==> config.mk <==
export PLATFORM = sky130hd
export DESIGN_NAME = mode_decode
export DESIGN_NICKNAME = d
export VERILOG_FILES = /design/src/rtl/mode_decode.sv
export SDC_FILE = /design/constraint.sdc
export NUM_CORES = 1
export LEC_CHECK = 0
export BUFFER_PORTS_ARGS = -buffer_cell sky130_fd_sc_hd__buf_2
export CAP_MARGIN = 25
export CORE_MARGIN = 2
export CORE_UTILIZATION = 56
export DETAILED_ROUTE_END_ITERATION = 8
export GPL_TIMING_DRIVEN = 0
export PLACE_DENSITY_LB_ADDON = 0.3
export SYNTH_ARGS = -nofsm -noshare
export SYNTH_HDL_FRONTEND = slang
export SYNTH_SLANG_ARGS = --single-unit
export TNS_END_PERCENT = 30
==> constraint.sdc <==
create_clock -name clk -period 2.7 [get_ports clk]
set_clock_uncertainty 0.05 [all_clocks]
set_input_delay 0.135 -clock clk [delete_from_list [all_inputs] [get_ports clk]]
set_output_delay 0.135 -clock clk [all_outputs]
set_load 0.02 [all_outputs]
==> src/rtl/mode_decode.sv <==
// Byte-serial decoder for the TFTP transfer-mode field ("octet", "netascii", "mail"
// in any case, NUL-terminated). Accepts "octet" only; the other known modes decode as unsupported.
module mode_decode #(
  parameter int MAX_LEN = 8
) (
  input  logic       clk,
  input  logic       reset,
  input  logic       en,
  input  logic [7:0] eth_data,
  output logic       valid,
  output logic       done,
  output logic       err,
  output logic [1:0] mode
);

  localparam int IDX_W = $clog2(MAX_LEN + 1);

  // Candidates are left-justified and zero-padded, so any position past a
  // candidate's length holds 0x00. A non-NUL byte can never match there.
  localparam logic [63:0] OCTET_S    = {"octet", 24'h0};
  localparam logic [63:0] NETASCII_S = "netascii";
  localparam logic [63:0] MAIL_S     = {"mail", 32'h0};
  localparam int OCTET_LEN    = 5;
  localparam int NETASCII_LEN = 8;
  localparam int MAIL_LEN     = 4;

  typedef enum logic {ST_MATCH, ST_DONE} state_e;
  typedef enum logic [1:0] {
    MODE_NONE     = 2'b00,
    MODE_OCTET    = 2'b01,
    MODE_NETASCII = 2'b10,
    MODE_MAIL     = 2'b11
  } mode_e;

  state_e           state_q, state_d;
  mode_e            mode_q, mode_d;
  logic             valid_q, valid_d;
  logic             done_q, done_d;
  logic             err_q, err_d;
  logic [IDX_W-1:0] idx_q, idx_d;
  logic [2:0]       match_q, match_d;  // {mail, netascii, octet}
  logic [7:0]       folded;

  function automatic logic [7:0] char_at(input logic [63:0] s, input logic [IDX_W-1:0] idx);
    logic [7:0] c;
    c = 8'h00;
    for (int i = 0; i < 8; i++) begin
      if (int'(idx) == i) c = s[63-8*i -: 8];
    end
    return c;
  endfunction

  always_comb begin
    folded = (eth_data >= 8'h41 && eth_data <= 8'h5A) ? (eth_data | 8'h20) : eth_data;
  end

  // NOTE: every signal gets its hold value first so no path through the case leaves it unassigned, which would infer a latch.
  always_comb begin
    state_d = state_q;
    mode_d  = mode_q;
    valid_d = valid_q;
    done_d  = done_q;
    err_d   = err_q;
    idx_d   = idx_q;
    match_d = match_q;

    case (state_q)
      ST_MATCH: begin
        if (en) begin
          if (eth_data == 8'h00) begin
            state_d = ST_DONE;
            done_d  = 1'b1;
            if (match_q[0] && int'(idx_q) == OCTET_LEN) begin
              mode_d  = MODE_OCTET;
              valid_d = 1'b1;
            end else if (match_q[1] && int'(idx_q) == NETASCII_LEN) begin
              mode_d = MODE_NETASCII;
              err_d  = 1'b1;
            end else if (match_q[2] && int'(idx_q) == MAIL_LEN) begin
              mode_d = MODE_MAIL;
              err_d  = 1'b1;
            end else begin
              mode_d = MODE_NONE;
              err_d  = 1'b1;
            end
          end else if (idx_q == IDX_W'(MAX_LEN)) begin
            state_d = ST_DONE;
            done_d  = 1'b1;
            err_d   = 1'b1;
          end else begin
            match_d[0] = match_q[0] && (char_at(OCTET_S, idx_q) == folded);
            match_d[1] = match_q[1] && (char_at(NETASCII_S, idx_q) == folded);
            match_d[2] = match_q[2] && (char_at(MAIL_S, idx_q) == folded);
            idx_d      = idx_q + IDX_W'(1);
          end
        end
      end
      default: ;  // ST_DONE holds everything until reset
    endcase
  end

  // NOTE: state registers use non-blocking assignments so every flop samples pre-edge values.
  always_ff @(posedge clk or posedge reset) begin
    if (reset) begin
      state_q <= ST_MATCH;
      mode_q  <= MODE_NONE;
      valid_q <= 1'b0;
      done_q  <= 1'b0;
      err_q   <= 1'b0;
      idx_q   <= '0;
      match_q <= 3'b111;
    end else begin
      state_q <= state_d;
      mode_q  <= mode_d;
      valid_q <= valid_d;
      done_q  <= done_d;
      err_q   <= err_d;
      idx_q   <= idx_d;
      match_q <= match_d;
    end
  end

  assign valid = valid_q;
  assign done  = done_q;
  assign err   = err_q;
  assign mode  = mode_q;

endmodule

# After elaboration in Yosys (flattened, before gate mapping)
# Index checks and enable logic that the tools add are counted.
# classes
n_addsub	1
magnitude_cmp	2
n_eq_ne	13
muxes	48
bitwise_logic	3
n_reduce_logical	15
# op_table
cell	count
$mux W8	33
$eq A4 B4 Y1 const B	6
$eq A8 B8 Y1	3
$mux W7	3
$reduce_and A4 Y1	3
$eq A4 B3 Y1 const B	2
$ge A8 B7 Y1 const B	1
$le A8 B7 Y1 const B	1
$logic_not A8 Y1	1
$mux W1	8
$logic_and A1 B1 Y1	7
$mux W2	3
$mux W6	1
$reduce_and A3 Y1	2
$add A4 B1 Y4 const B	1
$eq A4 B2 Y1 const B	1
$logic_not A4 Y1	1
$not A1 Y1	3
$ne A2 B2 Y1 const B	1
$reduce_bool A2 Y1	1
# word_totals
ff_bits	13
in_bits	11
output_inout_bits	5
word_cells	89

# Logic depth before layout (Yosys ltp)
# Gate-level depths: netlist of run 1.
# logic_depth
ltp_word	15
mapped_depth	9
mapped_depth_nobuf	8

# Least setup slack after synthesis of run 1
# OpenSTA, ideal clock, no wires.
# synth_timing
path_kind	reg2reg
startpoint	register idx_q[0]
endpoint	register match_q[0]
setup_ns	0.105
arrival_ns	1.927
t_required_ns	2.545
path_slack_ns	0.618
path_stages_with_launch	10
path_buffers	1
cell_sequence	dfrtp_1 > inv_1 > ha_1 > buf_6 > or2_4 > and2_4 > a211oi_1 > xnor2_1 > nand3_1 > o41ai_1
# synth_between
elab_chain_len	15
# synth_lines
element	line	text
start, declared	40	logic [IDX_W-1:0] idx_q, idx_d;
start signal, assigned	118	idx_q <= idx_d;
$logic_not A4 Y1	48	if (int'(idx) == i) c = s[63-8*i -: 8];
$mux W7	48	
$mux W8 (7 in series)	48	
$mux W8	86	end else if (idx_q == IDX_W'(MAX_LEN)) begin
$mux W8	70	if (eth_data == 8'h00) begin
$mux W8	69	if (en) begin
$mux W8	67	case (state_q)
$eq A8 B8 Y1	91	match_d[0] = match_q[0] && (char_at(OCTET_S, idx_q) == folded);
$logic_and A1 B1 Y1	91	
end signal, assigned	119	match_q <= match_d;
end, declared	41	logic [2:0] match_q, match_d;
# Several ways; a longest one is shown, not always the timed one. The select of a mux whose other input is x is not followed.
# A chain may end at the register's enable or synchronous reset.

# Worst setup path after layout of run 1
# Same ends and word-level chain as after synthesis.

==> results of run 1 <==
-- flip-flops by register name, summed over array words and instances (netlist names) --
name and count:
idx_q 4, match_q 3, mode 2, done 1, err 1, state_q 1
valid 1
-- cell type report --
class,count,share of cell area
timing repair buffer,13,0.0559
buffer,8,0.0459
tap,27,0.0269
inverter,5,0.0150
sequential,13,0.262
clock buffer,4,0.0210
multi-input combinational,104,0.573
-- path summary, 6_finish.rpt --
check,end,start
max,match_q[0]$_DFFE_PP1P_,idx_q[0]$_DFFE_PP0P_
min,state_q$_DFF_PP0_,en
max reg2reg,match_q[0]$_DFFE_PP1P_,idx_q[0]$_DFFE_PP0P_
min reg2reg,state_q$_DFF_PP0_,state_q$_DFF_PP0_
max in group asynchronous,match_q[2]$_DFFE_PP1P_,reset
min in group asynchronous,mode[0]$_DFFE_PP0P_,reset
-- Yosys cell counts (2+ instances only) --
library cell / instances
nor2_1: 11
dfrtp_1: 10
nand2_1: 8
nor2b_1: 7
xnor2_1: 7
xor2_1: 7
o21ai_0: 6
inv_1: 5
nor3_1: 5
a21oi_1: 4
ha_1: 4
nand2b_1: 4
nand3_1: 4
nand4_1: 4
a21o_1: 3
buf_2: 3
dfstp_2: 3
a211oi_1: 2
a31oi_1: 2
buf_4: 2
buf_6: 2
or2_2: 2
-- worst max-delay path, cell delays in order, from the launching register on --
cell and delay [ns]:
dfrtp_1 0.40, inv_1 0.10, ha_1 0.21, buf_6 0.13, or2_4 0.26, and2_4 0.16, a211oi_1 0.26, xnor2_1 0.15
nand3_1 0.10, o41ai_1 0.33
-- kinds of logic after synthesis --
logic type / Yosys count / share of synthesized area
AO/OA/AOI/OAI: 32 / 0.214
XOR/XNOR: 14 / 0.109
adder cells (fa/ha/maj): 4 / 0.0445
buffers and inverters: 13 / 0.0679
flip-flops: 13 / 0.293
AND/OR/NAND/NOR: 54 / 0.272
-- layer usage --
| metal | GRT usage | vias up | routed length (µm) |
|---|---|---|---|
| met5 | 0 | - | 0 |
| met4 | 0.0857 | 0 | 48 |
| met3 | 0.0552 | 8 | 141 |
| met2 | 0.377 | 40 | 1210 |
| met1 | 0.289 | 475 | 1070 |
| li1 | - | 489 | - |
-- metrics by stage --
stage | cell area, µm² | setup WS, ns | utilization | power (mW) | instances
6_report | 1250 | 0.455 | 0.652 | 1.17 | 174
5_1_grt | 1250 | 0.326 | 0.652 | 1.27 | 174
4_1_cts | 1250 | 0.425 | 0.652 | 1.17 | 174
3_5_place_dp | 1220 | 0.439 | 0.633 | 1.04 | 169
3_3_place_gp | 1220 | 0.468 | 0.633 | 1.01 | 169
2_1_floorplan | 1120 | 0.618 | - | 0.891 | 130
-- layout by cell type, fill, tap and decap left out, drive strengths merged, types with 2 or more instances in the layout --
cell,count
ha,4
xnor2,7
buf,19
nor3,5
o21ai,8
a211oi,2
a21boi,2
xor2,7
nand4,4
nor2,11
a21oi,4
nand3,4
nand2,9
a31oi,3
nor2b,7
dfrtp,10
or2,3
nand2b,5
a21o,4
dfstp,3
inv,5
clkbuf,5
-- power by group through the flow --
stage | clock network (mW) | logic [mW] | registers [mW]
after floorplan | 0 | 0.586 | 0.305
after global placement | 0 | 0.718 | 0.289
after detailed placement | 0 | 0.747 | 0.293
after CTS | 0.123 | 0.752 | 0.290
after global routing | 0.137 | 0.841 | 0.297
final | 0.120 | 0.757 | 0.290
==> run_results.csv, run 1 <==
group,metric,value,unit
sta,slew_viol_final,0,
cells_and_area,drive_above_1_share,0.252,
power_and_ir_drop,peakVddDrop,0.593,mV
sta,min_period_over_period,0.831,
power_and_ir_drop,comb_power_share,0.648,
yosys,synth_top_area_frac,0.223,
cts,cts-root-buf,"clkbuf_4",
cts,clockBufferDepth,2,
critical_path,crit_path_end_kind,"flop",
floorplanning,die_y,48.8,µm
sta,relSlewSlack,0.659,
power_and_ir_drop,p_sw,0.537,mW
floorplanning,die_x,48.8,µm
global_routing,antenna_found_initial,0,
critical_path,worstPathArrival,2.37,ns
worst_hold_path,hold_depth,2,
drt,firstDrtPassIters,4,
critical_path,cp-start-kind,"flop",
critical_path,criticalPathCategory,"flop to flop",
cts,clk_pin_slew,0.08,ns
drt,ant_nets,0,
yosys,syn_area,1120,µm²
yosys,avgSynthCellArea,8.64,µm²
yosys,ys_seq_area_frac,0.293,
sta,fmax,445,MHz
job,cap_violations,0,
yosys,yosysUniqueCellTypes,47,
sta,final.setup.tns,0,ns
cells_and_area,num_antenna_cells,0,
drt,drt_iter0_drc,15,
worst_hold_path,hp-class,"input port to flop",
floorplanning,rows,16,
yosys,synth_top_cell_by_area,"dfrtp_1",
cells_and_area,multiInputGateArea,718,µm²
cells_and_area,layout.nets,163,
global_routing,grt_use_total,0.228,
power_and_ir_drop,leakagePower,0.535,nW
drt,num_vias,1012,
critical_path,ff2ff_setup_slack,0.46,ns
yosys,ys.flop_type,"dfrtp_1",
global_routing,grt_max_degree,14,
place,place_congestion,0.833,
cells_and_area,seqCellArea,329,µm²
cells_and_area,area_growth,11.6,%
cts,cts_tree,"done",
drt,drc_errors,0,
drt,routedWlPerCell,14.2,µm
drt,routed_via_density,5.82,
sta,grt_setup_unrepaired,"false",
power_and_ir_drop,seq_power_share,0.248,
yosys,syn_inst,130,
critical_path,crit_required,2.83,ns
yosys,synth_edf_count,0,
cts,cts_setup_buffers,0,
critical_path,ff2ff_path_depth,9,
yosys,ys_async_sr_fraction,1.00,
run_status,status,"completed",
yosys,syn_nets,145,
cts,postCtsHoldBufs,1,
floorplanning,fp.dieArea,2380,µm²
cts,numCtsBuffers,3,
global_routing,globalRouteOverflowTotal,0,
power_and_ir_drop,clockPowerShare,0.103,
power_and_ir_drop,intPower,0.631,mW
cells_and_area,fillers,165,
floorplanning,initial_utilization,0.585,
global_routing,grt_pass1_vias,977,
floorplanning,core_area,1920,µm²
power_and_ir_drop,power.density,932,nW/µm²
sta,worst_pin_slew,0.510,ns
sta,hold_viol_final,0,
cts,cts_resized,0,
place,port_buffers,12,
global_routing,grt_first_pass_wirelength,4280,µm
sta,holdWs,0.0262,ns
critical_path,cp_max_fo,9,
sta,setup_violations,0,
yosys,ys.warnings.count,0,
place,hpwl,1900,µm
floorplanning,pin_count,16,
yosys,ys_seq_elements,13,
yosys,yosys-top-cells-area,"dfrtp_1 22%, dfstp_2 7.0%, xnor2_1 5.5%",
drt,wl,2470,µm
sta,min_period,2.24,ns
cts,clkLatencyLatePin,0.27,ns
cts,cts_htree_levels,1,
cts,clock_sinks,13,
power_and_ir_drop,p_sw_frac,0.460,
Note: power is estimated with default switching activity, not from simulation.
==> run 2, diff against run 1 <==
--- a/config.mk
+++ b/config.mk
@@ -8,7 +8,7 @@
 export BUFFER_PORTS_ARGS = -buffer_cell sky130_fd_sc_hd__buf_2
 export CAP_MARGIN = 25
 export CORE_MARGIN = 2
-export CORE_UTILIZATION = 56
+export CORE_UTILIZATION = 51
 export DETAILED_ROUTE_END_ITERATION = 8
 export GPL_TIMING_DRIVEN = 0
 export PLACE_DENSITY_LB_ADDON = 0.3
==> constraint.sdc (replaced) <==
create_clock -name clk -period 1.9 [get_ports clk]
set_clock_uncertainty 0.05 [all_clocks]
set_input_delay 0.095 -clock clk [delete_from_list [all_inputs] [get_ports clk]]
set_output_delay 0.095 -clock clk [all_outputs]
set_load 0.02 [all_outputs]
==> run_results.csv, run 2 (synthesis results as in run 1) <==
group,metric,value,unit
power_and_ir_drop,p_sw_frac,0.450,
place,place_congestion,0.885,
sta,slew_viol_final,0,
critical_path,cp-start-kind,"flop",
floorplanning,fp.dieArea,2590,µm²
power_and_ir_drop,leakagePower,0.564,nW
power_and_ir_drop,comb_power_share,0.692,
sta,min_period_over_period,1.03,
cells_and_area,area_growth,24.1,%
drt,routedWlPerCell,14.1,µm
floorplanning,pin_count,16,
drt,num_vias,984,
sta,relSlewSlack,0.685,
critical_path,startpoint,"idx_q[1]$_DFFE_PP0P_",
power_and_ir_drop,finalPower,1.95,mW
critical_path,criticalPathCategory,"flop to flop",
power_and_ir_drop,power.density,1400,nW/µm²
cts,cts_htree_levels,1,
sta,min_period,1.96,ns
power_and_ir_drop,intPower,1.07,mW
cells_and_area,final_area,1390,µm²
cts,clk_pin_slew,0.08,ns
global_routing,globalRouteOverflowTotal,0,
cells_and_area,num_antenna_cells,0,
sta,fin_ws,-0.0562,ns
drt,ant_nets,0,
cts,cts_tree,"done",
global_routing,grt_first_pass_wirelength,4180,µm
floorplanning,die_x,50.9,µm
cells_and_area,final_common_cell,"buf_2",
sta,worst_pin_slew,0.472,ns
cells_and_area,drive_above_1_share,0.371,
run_status,status,"complete, but fails checks",
critical_path,crit_required,2.04,ns
floorplanning,initial_utilization,0.556,
cts,clkLatencyLatePin,0.27,ns
critical_path,cp_max_fo,7,
cells_and_area,mostFrequentLayoutCells,"14 x buf_2, 9 x nor2_1, 8 x nand2_1, 8 x dfrtp_1",
floorplanning,die_y,50.9,µm
place,hpwl,1860,µm
drt,wl,2500,µm
power_and_ir_drop,p_sw,0.878,mW
global_routing,grt_max_degree,14,
cells_and_area,final_util,0.689,
drt,firstDrtPassIters,4,
sta,hold_viol_final,0,
global_routing,grt_use_total,0.215,
cts,numCtsBuffers,3,
cells_and_area,layout.nets,167,
critical_path,worstPathArrival,2.09,ns
floorplanning,core_area,2020,µm²
drt,routed_via_density,5.53,
sta,fmax,511,MHz
cts,cts-root-buf,"clkbuf_4",
cts,clockBufferDepth,2,
power_and_ir_drop,clockPowerShare,0.085,
cells_and_area,largest_reg_flops,4,
sta,setup_violations,2,
sta,grt_setup_unrepaired,"true",
place,port_buffers,12,
global_routing,grt_pass1_vias,960,
job,cap_violations,0,
drt,drt_iter0_drc,13,
critical_path,reg2reg_from,"idx_q[1]$_DFFE_PP0P_",
place,dpl_cell_area,1220,µm²
cts,clock_sinks,13,
worst_hold_path,holdCritStartpoint,"eth_data[7]",
cells_and_area,regMostFlops,"idx_q",
run_status,violations,"negative setup slack",
worst_hold_path,hp-class,"input port to flop",
power_and_ir_drop,seq_power_share,0.223,
global_routing,antenna_found_initial,0,
floorplanning,rows,16,
critical_path,crit_path_end_kind,"flop",
drt,drc_errors,0,
power_and_ir_drop,peakVddDrop,1.19,mV
sta,holdWs,0.0867,ns
-- run 2: changes by cell type in the layout (fill, tap and decap cells not counted), sizes merged --
cell,before,now
buf,19,22
dlygate4sd3,1,2
-- run 2: timing repair --
| item | in CTS | in global routing |
|---|---|---|
| resized for setup | 18 | 4 |
| setup buffers | 2 | 3 |
| endpoints found under the setup margin | 3 | 3 |
| hold endpoints to repair | 11 | 0 |
| pin swaps | 7 | 4 |
| hold buffers | 2 | 0 |
-- run 2: worst paths after layout --
| path | slack [ns] | end | cells past startpoint |
|---|---|---|---|
| worst max-delay path | -0.06 | match_q[0]$_DFFE_PP1P_ | 7 |
| min in group asynchronous | 0.31 | err$_DFFE_PP0P_ | 3 |
| worst min-delay path | 0.09 | match_q[2]$_DFFE_PP1P_ | 4 |
| worst max register to register | -0.06 | match_q[0]$_DFFE_PP1P_ | 7 |
| max in group asynchronous | 1.13 | idx_q[1]$_DFFE_PP0P_ | 3 |
| worst min register to register | 0.40 | state_q$_DFF_PP0_ | 1 |
-- run 2: final cells by class --
class | instances | area (µm²)
plain buffers | 6 | 41.3
clock buffers | 4 | 26.3
fillers | 162 | 628
inverters | 5 | 21.3
multi-input cells | 104 | 822
flip-flops and latches | 13 | 332
well taps | 27 | 33.8
repair buffers | 19 | 118
-- run 2: power groups by stage --
| stage | clock network, mW | registers [mW] | logic, mW |
|---|---|---|---|
| 6_report | 0.166 | 0.436 | 1.35 |
| 5_1_grt | 0.188 | 0.449 | 1.48 |
| 3_5_place_dp | 0 | 0.419 | 1.07 |
| 2_1_floorplan | 0 | 0.436 | 0.848 |
| 4_1_cts | 0.169 | 0.424 | 1.27 |
| 3_3_place_gp | 0 | 0.412 | 1.05 |
-- run 2: metal layers --
layer	GRT usage	wire, µm	vias up
met1	0.270	1120	462
met5	0	0	-
met4	0.0541	8	0
met3	0.0702	114	2
met2	0.353	1260	25
li1	-	-	495
-- run 2: per-stage QoR --
stage,cells,setup slack (ns),setup TNS [ns]
floorplan,130,-0.00530,-0.00530
global placement,169,-0.191,-0.270
detailed placement,169,-0.229,-0.350
CTS,175,-0.0582,-0.114
global route,178,-0.178,-0.391
finish,178,-0.0562,-0.103
-- run 2: critical path, cell delays in order, from the launching register on --
cell and delay [ns]:
dfrtp_2 0.46, ha_4 0.21, or2_4 0.27, and2_4 0.16
a211oi_4 0.18, xnor2_1 0.14, nand3_1 0.10, o41ai_2 0.32
==> run 3, diff against run 2 <==
--- a/config.mk
+++ b/config.mk
@@ -7,8 +7,10 @@
 export LEC_CHECK = 0
 export BUFFER_PORTS_ARGS = -buffer_cell sky130_fd_sc_hd__buf_2
 export CAP_MARGIN = 25
+export CELL_PAD_IN_SITES_DETAIL_PLACEMENT = 2
+export CELL_PAD_IN_SITES_GLOBAL_PLACEMENT = 2
 export CORE_MARGIN = 2
-export CORE_UTILIZATION = 51
+export CORE_UTILIZATION = 30
 export DETAILED_ROUTE_END_ITERATION = 8
 export GPL_TIMING_DRIVEN = 0
 export PLACE_DENSITY_LB_ADDON = 0.3
==> run_results.csv, run 3 (synthesis results as in run 1) <==
group,metric,value,unit
cells_and_area,fillers,427,
floorplanning,initial_utilization,0.309,
sta,fin_ws,-0.0973,ns
run_status,violations,"negative setup slack",
floorplanning,core_area,3630,µm²
worst_hold_path,hold_depth,2,
cts,clock_sinks,13,
power_and_ir_drop,comb_power_share,0.683,
floorplanning,die_y,65.2,µm
cells_and_area,drive_above_1_share,0.411,
cells_and_area,multiInputGateArea,842,µm²
drt,wl,3360,µm
power_and_ir_drop,leakagePower,0.581,nW
drt,num_vias,1022,
floorplanning,die_x,65.2,µm
place,post-place-cells,190,
sta,grt_setup_unrepaired,"true",
sta,worst_pin_slew,0.609,ns
cells_and_area,mostFrequentLayoutCells,"14 x buf_2, 8 x nand2_1, 8 x nor2_1, 8 x dfrtp_1",
critical_path,worstPathArrival,2.10,ns
place,dpl_cell_area,1250,µm²
job,cap_violations,0,
sta,relSlewSlack,0.591,
cells_and_area,largest_reg_flops,4,
worst_hold_path,hp-class,"input port to flop",
cells_and_area,fin_cells,199,
power_and_ir_drop,power.density,1470,nW/µm²
critical_path,cp_num_buf_inv,1,
sta,min_period,2.00,ns
drt,routedWlPerCell,16.9,µm
drt,ant_nets,0,
global_routing,grt_max_degree,14,
global_routing,grt_use_total,0.176,
sta,min_period_over_period,1.05,
sta,slew_viol_final,0,
critical_path,ff2ff_path_depth,7,
power_and_ir_drop,p_sw_frac,0.456,
cells_and_area,final_common_cell,"buf_2",
sta,fmax,501,MHz
cts,numCtsBuffers,3,
power_and_ir_drop,intPower,1.18,mW
place,port_buffers,12,
floorplanning,pin_count,16,
cts,clockBufferDepth,2,
global_routing,antenna_found_initial,0,
cells_and_area,regMostFlops,"idx_q",
cts,clk_pin_slew,0.06,ns
critical_path,crit_required,2.00,ns
global_routing,grt_first_pass_wirelength,5660,µm
place,place_congestion,0.726,
power_and_ir_drop,peakVddDrop,0.691,mV
power_and_ir_drop,clockPowerShare,0.115,
floorplanning,rows,22,
cts,cts_htree_levels,1,
critical_path,criticalPathCategory,"flop to flop",
drt,drc_errors,0,
cells_and_area,area_growth,30.5,%
critical_path,critical_path.top_delay_family,"compound AO/OA/AOI/OAI gates",
sta,setup_violations,2,
place,hpwl,2540,µm
cts,clkLatencyLatePin,0.24,ns
floorplanning,fp.dieArea,4250,µm²
cells_and_area,num_antenna_cells,0,
cts,cts_tree,"done",
run_status,status,"complete, but fails checks",
cts,cts-root-buf,"clkbuf_8",
cells_and_area,seqCellArea,332,µm²
global_routing,grt_pass1_vias,1095,
drt,routed_via_density,5.14,
critical_path,cp_max_fo,7,
critical_path,path_cells,"buf_4, ha_4, nand2b_4, o21ai_0, nor2b_1, a22oi_1, o41ai_2",
power_and_ir_drop,seq_power_share,0.202,
critical_path,critPathMaxStageDelay,0.44,ns
sta,hold_viol_final,0,
critical_path,crit_path_end_kind,"flop",
power_and_ir_drop,p_sw,0.986,mW
drt,firstDrtPassIters,4,
global_routing,globalRouteOverflowTotal,0,
critical_path,cp-start-kind,"flop",
cells_and_area,layout.nets,167,
drt,drt_iter0_drc,56,
cells_and_area,final_area,1470,µm²
critical_path,cp_num_cells,7,
critical_path,slowest_stage,"dfrtp_2",
[run 3: area by class of cell]
type / instances / share of cell area
Inverter: 5 / 0.0128
Sequential cell: 13 / 0.226
Multi-Input combinational cell: 104 / 0.574
Clock buffer: 4 / 0.0307
Tap cell: 48 / 0.0410
Timing Repair Buffer: 19 / 0.0870
Buffer: 6 / 0.0282
[run 3: stage by stage]
step           total power [mW]   util  hold WS (ns)  TNS [ns]  setup slack (ns)
3_5_place_dp               1.57  0.344         0.110    -0.656            -0.315
5_1_grt                    2.34  0.404        0.0214    -0.470            -0.205
6_report                   2.16  0.404        0.0137    -0.144           -0.0973
2_1_floorplan              1.28      -       -0.0802  -0.00530          -0.00530
4_1_cts                    2.10  0.398        0.0152    -0.211            -0.107
3_3_place_gp               1.50  0.344        0.0910    -0.328            -0.225
[run 3: power by group through the flow]
stage               combinational [mW]  clock [mW]  sequential (mW)
finish                            1.48       0.250            0.437
global placement                  1.08           0            0.413
CTS                               1.41       0.255            0.431
global route                      1.63       0.268            0.449
floorplan                        0.848           0            0.436
detailed placement                1.15           0            0.420
[run 3: per-layer routing]
layer	share of wire	track usage	vias to the layer above
li1	-	-	493
met1	0.42	0.208	504
met2	0.52	0.321	19
met3	0.033	0.0360	6
met4	0.024	0.0495	0
met5	0	0	-
[run 3: path summary, 6_finish.rpt]
| kind | to | start | slack, ns |
|---|---|---|---|
| hold reg to reg | valid$_DFFE_PP0P_ | valid$_DFFE_PP0P_ | 0.40 |
| setup / recovery | match_q[0]$_DFFE_PP1P_ | idx_q[0]$_DFFE_PP0P_ | -0.1 |
| hold / removal | state_q$_DFF_PP0_ | en | 0.01 |
| setup reg to reg | match_q[0]$_DFFE_PP1P_ | idx_q[0]$_DFFE_PP0P_ | -0.1 |
| max in group asynchronous | idx_q[0]$_DFFE_PP0P_ | reset | 1.04 |
| min in group asynchronous | mode[1]$_DFFE_PP0P_ | reset | 0.38 |
[run 3: what timing repair did]
item                                    CTS  global route
endpoints found under the setup margin    4             5
pin swaps                                 8             2
hold endpoints to repair                 10             0
resized for setup                        20             6
hold buffers                              1             0
setup buffers                             6             0
